===== config.mk =====
export PLATFORM = sky130hd
export DESIGN_NAME = mac_job_sequencer
export DESIGN_NICKNAME = d
export VERILOG_FILES = /design/src/rtl/mac_job_sequencer.sv
export SDC_FILE = /design/constraint.sdc
export NUM_CORES = 1
export LEC_CHECK = 0
export ABC_AREA = 1
export BUFFER_PORTS_ARGS = -buffer_cell sky130_fd_sc_hd__buf_2
export CORE_MARGIN = 3
export CORE_UTILIZATION = 45
export DETAILED_ROUTE_END_ITERATION = 6
export GPL_ROUTABILITY_DRIVEN = 0
export PLACE_DENSITY = 0.74
export SETUP_SLACK_MARGIN = 0.1
export SLEW_MARGIN = 0
export SYNTH_ARGS = -nofsm -noshare
export SYNTH_HDL_FRONTEND = slang
export SYNTH_SLANG_ARGS = --single-unit

===== constraint.sdc =====
create_clock -name clk -period 21.6 [get_ports clk]
set_input_delay 2.16 -clock clk [delete_from_list [all_inputs] [get_ports clk]]
set_output_delay 2.16 -clock clk [all_outputs]
set_load 0.05 [all_outputs]

===== src/rtl/mac_job_sequencer.sv =====
// Issues the operand beats of a K-step dot-product job to one compute unit and returns the final sum.
// Optional SEQ_PERF_CNT_EN adds saturating busy/stall cycle counters.
module mac_job_sequencer #(
  parameter int OUT_BIT  = 32,
  parameter int INWID    = 4,
  parameter int MAC_O    = 4,
  parameter int UNIT_LAT = 1,
  parameter int KW       = 16
) (
  input  logic                 clk,
  input  logic                 reset,
  input  logic                 start,
  input  logic [KW-1:0]        cfg_k,
  input  logic [1:0]           cfg_ctrl,
  input  logic [OUT_BIT-1:0]   cfg_acc,
  output logic                 busy,
  input  logic                 in_valid,
  output logic                 in_ready,
  input  logic [INWID*4-1:0]   in_wgt [MAC_O],
  input  logic [INWID*4-1:0]   in_act [MAC_O],
  output logic [1:0]           u_ctrl,
  output logic [INWID*4-1:0]   u_wgt [MAC_O],
  output logic [INWID*4-1:0]   u_act [MAC_O],
  output logic [OUT_BIT-1:0]   u_acc,
  input  logic [OUT_BIT-1:0]   u_out,
  output logic                 res_valid,
  input  logic                 res_ready,
  output logic [OUT_BIT-1:0]   res_data
`ifdef SEQ_PERF_CNT_EN
  ,
  output logic [31:0]          perf_busy,
  output logic [31:0]          perf_stall
`endif
);

  localparam int WCW = (UNIT_LAT > 0) ? $clog2(UNIT_LAT + 1) : 1;

  typedef enum logic [1:0] {
    S_IDLE,
    S_FEED,
    S_WAIT,
    S_DONE
  } state_t;

  state_t               state_q, state_d;
  logic [KW-1:0]        k_q;
  logic [KW-1:0]        beats_q;
  logic [WCW-1:0]       wcnt_q;
  logic [OUT_BIT-1:0]   psum_q;

  logic load_cfg, take_beat, close_beat, finish;

  always_comb begin
    state_d    = state_q;
    load_cfg   = 1'b0;
    take_beat  = 1'b0;
    close_beat = 1'b0;
    finish     = 1'b0;
    busy       = (state_q != S_IDLE);
    in_ready   = (state_q == S_FEED);
    res_valid  = (state_q == S_DONE);
    case (state_q)
      S_IDLE: begin
        if (start) begin
          load_cfg = 1'b1;
          state_d  = (cfg_k == '0) ? S_DONE : S_FEED;
        end
      end
      S_FEED: begin
        if (in_valid) begin
          take_beat = 1'b1;
          state_d   = S_WAIT;
        end
      end
      S_WAIT: begin
        // The unit output is valid in the cycle the wait count reaches zero.
        if (wcnt_q == '0) begin
          close_beat = 1'b1;
          state_d    = (beats_q < k_q) ? S_FEED : S_DONE;
        end
      end
      S_DONE: begin
        if (res_ready) begin
          finish  = 1'b1;
          state_d = S_IDLE;
        end
      end
      default: state_d = S_IDLE;
    endcase
  end

  always_ff @(posedge clk or posedge reset) begin
    if (reset) begin
      state_q  <= S_IDLE;
      k_q      <= '0;
      beats_q  <= '0;
      wcnt_q   <= '0;
      psum_q   <= '0;
      u_ctrl   <= '0;
      u_acc    <= '0;
      res_data <= '0;
      for (int unsigned i = 0; i < MAC_O; i++) begin
        u_wgt[i] <= '0;
        u_act[i] <= '0;
      end
    end else begin
      state_q <= state_d;
      if (load_cfg) begin
        k_q     <= cfg_k;
        u_ctrl  <= cfg_ctrl;
        psum_q  <= cfg_acc;
        beats_q <= '0;
        if (cfg_k == '0)
          res_data <= cfg_acc;
      end
      if (take_beat) begin
        for (int unsigned i = 0; i < MAC_O; i++) begin
          u_wgt[i] <= in_wgt[i];
          u_act[i] <= in_act[i];
        end
        u_acc   <= psum_q;
        beats_q <= beats_q + 1'b1;
        wcnt_q  <= WCW'(UNIT_LAT);
      end
      if (state_q == S_WAIT && wcnt_q != '0)
        wcnt_q <= wcnt_q - 1'b1;
      if (close_beat) begin
        psum_q <= u_out;
        if (state_d == S_DONE)
          res_data <= u_out;
      end
      if (finish) begin
        psum_q  <= '0;
        beats_q <= '0;
        wcnt_q  <= '0;
      end
    end
  end

`ifdef SEQ_PERF_CNT_EN
  logic stall;
  assign stall = (state_q == S_FEED && !in_valid) || (state_q == S_DONE && !res_ready);

  always_ff @(posedge clk or posedge reset) begin
    if (reset) begin
      perf_busy  <= '0;
      perf_stall <= '0;
    end else begin
      if (busy && perf_busy != '1)
        perf_busy <= perf_busy + 1'b1;
      if (stall && perf_stall != '1)
        perf_stall <= perf_stall + 1'b1;
    end
  end
`endif

endmodule


==> flow_summary_export.csv <==
group,metric,value,unit
outcome,status,"complete, no violations",
critical_path,cp.arrival,5.01,ns
global_route,grt_usage,0.223,
critical_path,worst_path_largest_cell_delay,0.75,ns
yosys,netlist_instances,1340,
critical_path,path_class,"input pin to register",
yosys,synth.distinct_cells,36,
cells_and_area,drive_gt1_frac,0.271,
yosys,synthFlopType,"dfrtp_1",
clocking,ctsLongestPathBuffers,3,
global_route,antenna_found_initial,4,
critical_path,crit_buf_inv,3,
yosys,synth_commonest_cells,"615 x nand2_1, 261 x dfrtp_1, 123 x inv_1, 78 x o21ai_0, 49 x o21ai_1",
timing,worst_slew_pin_slew,1.18,ns
cells_and_area,regArea,6530,um2
yosys,synth_top_area_share,0.580,
floorplanning,start_util,0.461,
placed_design,io_buffers,411,
placed_design,hpwl,22600,um
min_path,holdCritPathClass,"register to register",
clocking,cts_buffers,26,
yosys,ys_ff_latch,261,
clocking,post_cts_buffers,0,
placed_design,place_ws,16.50,ns
timing,fin_worst_skew,0.0163,ns
detailed_routing,drc,0,
timing,finalHoldViolCount,0,
global_route,met2_usage,0.365,
clocking,cts_resized,0,
timing,slew_headroom,0.210,
floorplanning,die-area,27000,um2
floorplanning,core_area,24500,um2
yosys,yosys-top-cells-area,"dfrtp_1 58%, nand2_1 20%, inv_1 4.1%",
critical_path,cpLargestDelayFamily,"simple AND/OR/NAND/NOR gates",
timing,period_needed,4.61,ns
cells_and_area,nFillCells,2204,
detailed_routing,viasPerCell,4.88,
clocking,cts_root_buf,"clkbuf_16",
timing,rsz0062_at_grt,"false",
yosys,synthesis.area,11300,um2
global_route,grt_pass1_vias,9398,
critical_path,start_kind,"input pin",
global_route,overflow,0,
detailed_routing,via_count,10048,
floorplanning,die_y,164,um
power,leakage,8.31,nW
power,vdd_ir_drop_max,0.0864,mV
yosys,syn_avg_cell_area,8.41,um2
cells_and_area,area_growth,26.3,%
timing,setup_viol_count_final,0,
job,max_cap_violations,0,
detailed_routing,post_drt_wl_per_cell,15.5,um
detailed_routing,wirelength,31900,um
global_route,grt_max_degree,118,
clocking,clock_latency,0.52,ns
yosys,syn_nets,1571,
timing,fin_tns_setup,0,ns
timing,layout_setup_ws,16.99,ns
yosys,synth-async-reset-ratio,1.00,
clocking,ctsHoldBuffers,0,
global_route,globalRouteMet1Util,0.290,
global_route,use_met3,0.0552,
detailed_routing,drtPass1Iterations,5,
timing,final-max-slew-violation-count,0,
placed_design,place_area,13400,um2
detailed_routing,antenna_left,0,
cells_and_area,finalNetCount,1944,
timing,timing.final.crit_share,0.213,
cells_and_area,multiInputGateArea,3890,um2
timing,hold_ws,0.470,ns
clocking,path_clk_slew,0.06,ns
cells_and_area,final_cell_area,14200,um2
floorplanning,ios,412,
yosys,yosysMostFrequentCell,"nand2_1",
clocking,cts_tree,"built",
global_route,grt_busiest_layer,"met2",
critical_path,end_kind,"register",
yosys,synth_warnings,0,
clocking,cts.sinks,261,
yosys,ys_seq_area_frac,0.580,
timing,max_freq,217,MHz
detailed_routing,drt_iter0_drc,796,
critical_path,critPathMaxFanout,65,
clocking,h-tree-depth,1,
floorplanning,die_w,164,um
critical_path,cpMaxStageDelayCell,"inv_2",
floorplanning,num_rows,57,
yosys,synth-edff-count,0,
power,p_per_area,175,nW/um2
yosys,synth.largest_area_cell,"dfrtp_1",
critical_path,required,22.00,ns
power,power,2.49,mW
critical_path,cp_cell_sequence,"buf_2 -> nand2_1 -> inv_2 -> nand3_1 -> nor3_2 -> inv_2 -> nand2_2 -> nand3_1 -> nand2_1",
global_route,grt_pass1_wl,48400,um
final timing paths:
path	from	to	slack (ns)	cells past startpoint
worst max register to register	state_q[0]	beats_q[14]	18.04	9
worst max-delay path	start	res_data[23]	16.99	9
max in group asynchronous	reset	beats_q[15]	17.53	4
min in group asynchronous	reset	u_wgt[14]	1.77	2
worst min-delay path	u_wgt[54]	u_wgt[54]	0.47	2
worst min register to register	u_wgt[54]	u_wgt[54]	0.47	2
cells by family after synthesis:
kind of cell	Yosys count	synth area share
simple gates	685	0.240
flops	261	0.580
fa+ha+maj	16	0.0178
mux	2	0.00178
buf+inv	197	0.0762
compound gates	179	0.0851
sequential cells by signal, summed over array words and instances, names as in the netlist:
register,count
u_wgt,64
u_acc,32
k_q,16
state_q,2
wcnt_q,1
res_data,32
u_ctrl,2
u_act,64
psum_q,32
beats_q,16
report_power, final:
| group | total (mW) | internal [mW] | switching [mW] | leakage (nW) |
|---|---|---|---|---|
| logic | 1.24 | 0.272 | 0.971 | 4.58 |
| clock network | 0.440 | 0.255 | 0.185 | 0.416 |
| registers | 0.805 | 0.698 | 0.107 | 3.31 |
| total | 2.49 | 1.23 | 1.26 | 8.31 |
layer usage:
layer	vias to the layer above	part of all wire
li1	4920	-
met1	4655	0.41
met2	406	0.47
met3	63	0.087
met4	4	0.031
met5	-	0.00085
layout by cell type (no fill, tap or decap), types with 3 or more instances in the layout:
| cell | Yosys | final |
|---|---|---|
| nand2_1 | 615 | 614 |
| buf_2 | 44 | 411 |
| dfrtp_1 | 261 | 261 |
| inv_1 | 123 | 121 |
| o21ai_0 | 78 | 78 |
| o21ai_1 | 49 | 49 |
| nand3_1 | 39 | 39 |
| o22ai_1 | 33 | 33 |
| clkbuf_16 | 0 | 27 |
| ha_1 | 16 | 16 |
| nor2_1 | 12 | 12 |
| a21oi_1 | 12 | 12 |
| clkbuf_1 | 14 | 7 |
| clkinv_2 | 0 | 6 |
| nand4_1 | 5 | 5 |
| inv_2 | 4 | 4 |
| clkbuf_8 | 0 | 4 |
| buf_4 | 3 | 4 |
| nor3_1 | 3 | 3 |
stage by stage:
step,std cells,utilization
6_report,2057,0.582
5_1_grt,2057,0.582
4_1_cts,2056,0.582
3_5_place_dp,2009,0.548
3_3_place_gp,2009,0.548
2_1_floorplan,1340,-
worst register-to-register path, delay by kind of cell (launching register included):
family	cells	cell delay, ns
simple gates	4	1.32
buf+inv	3	1.58
compound gates	2	0.18
flops	1	0.41
area by class of cell:
cell class              instances  share of cell area
repair buffers                415               0.147
clock inverters                 9             0.00545
inverters                     127              0.0342
well taps                     324              0.0285
flip-flops and latches        261               0.459
clock buffers                  38              0.0532
diodes                          1            0.000176
multi-input cells             882               0.273
No activity file was read; power rests on OpenSTA's default activity.
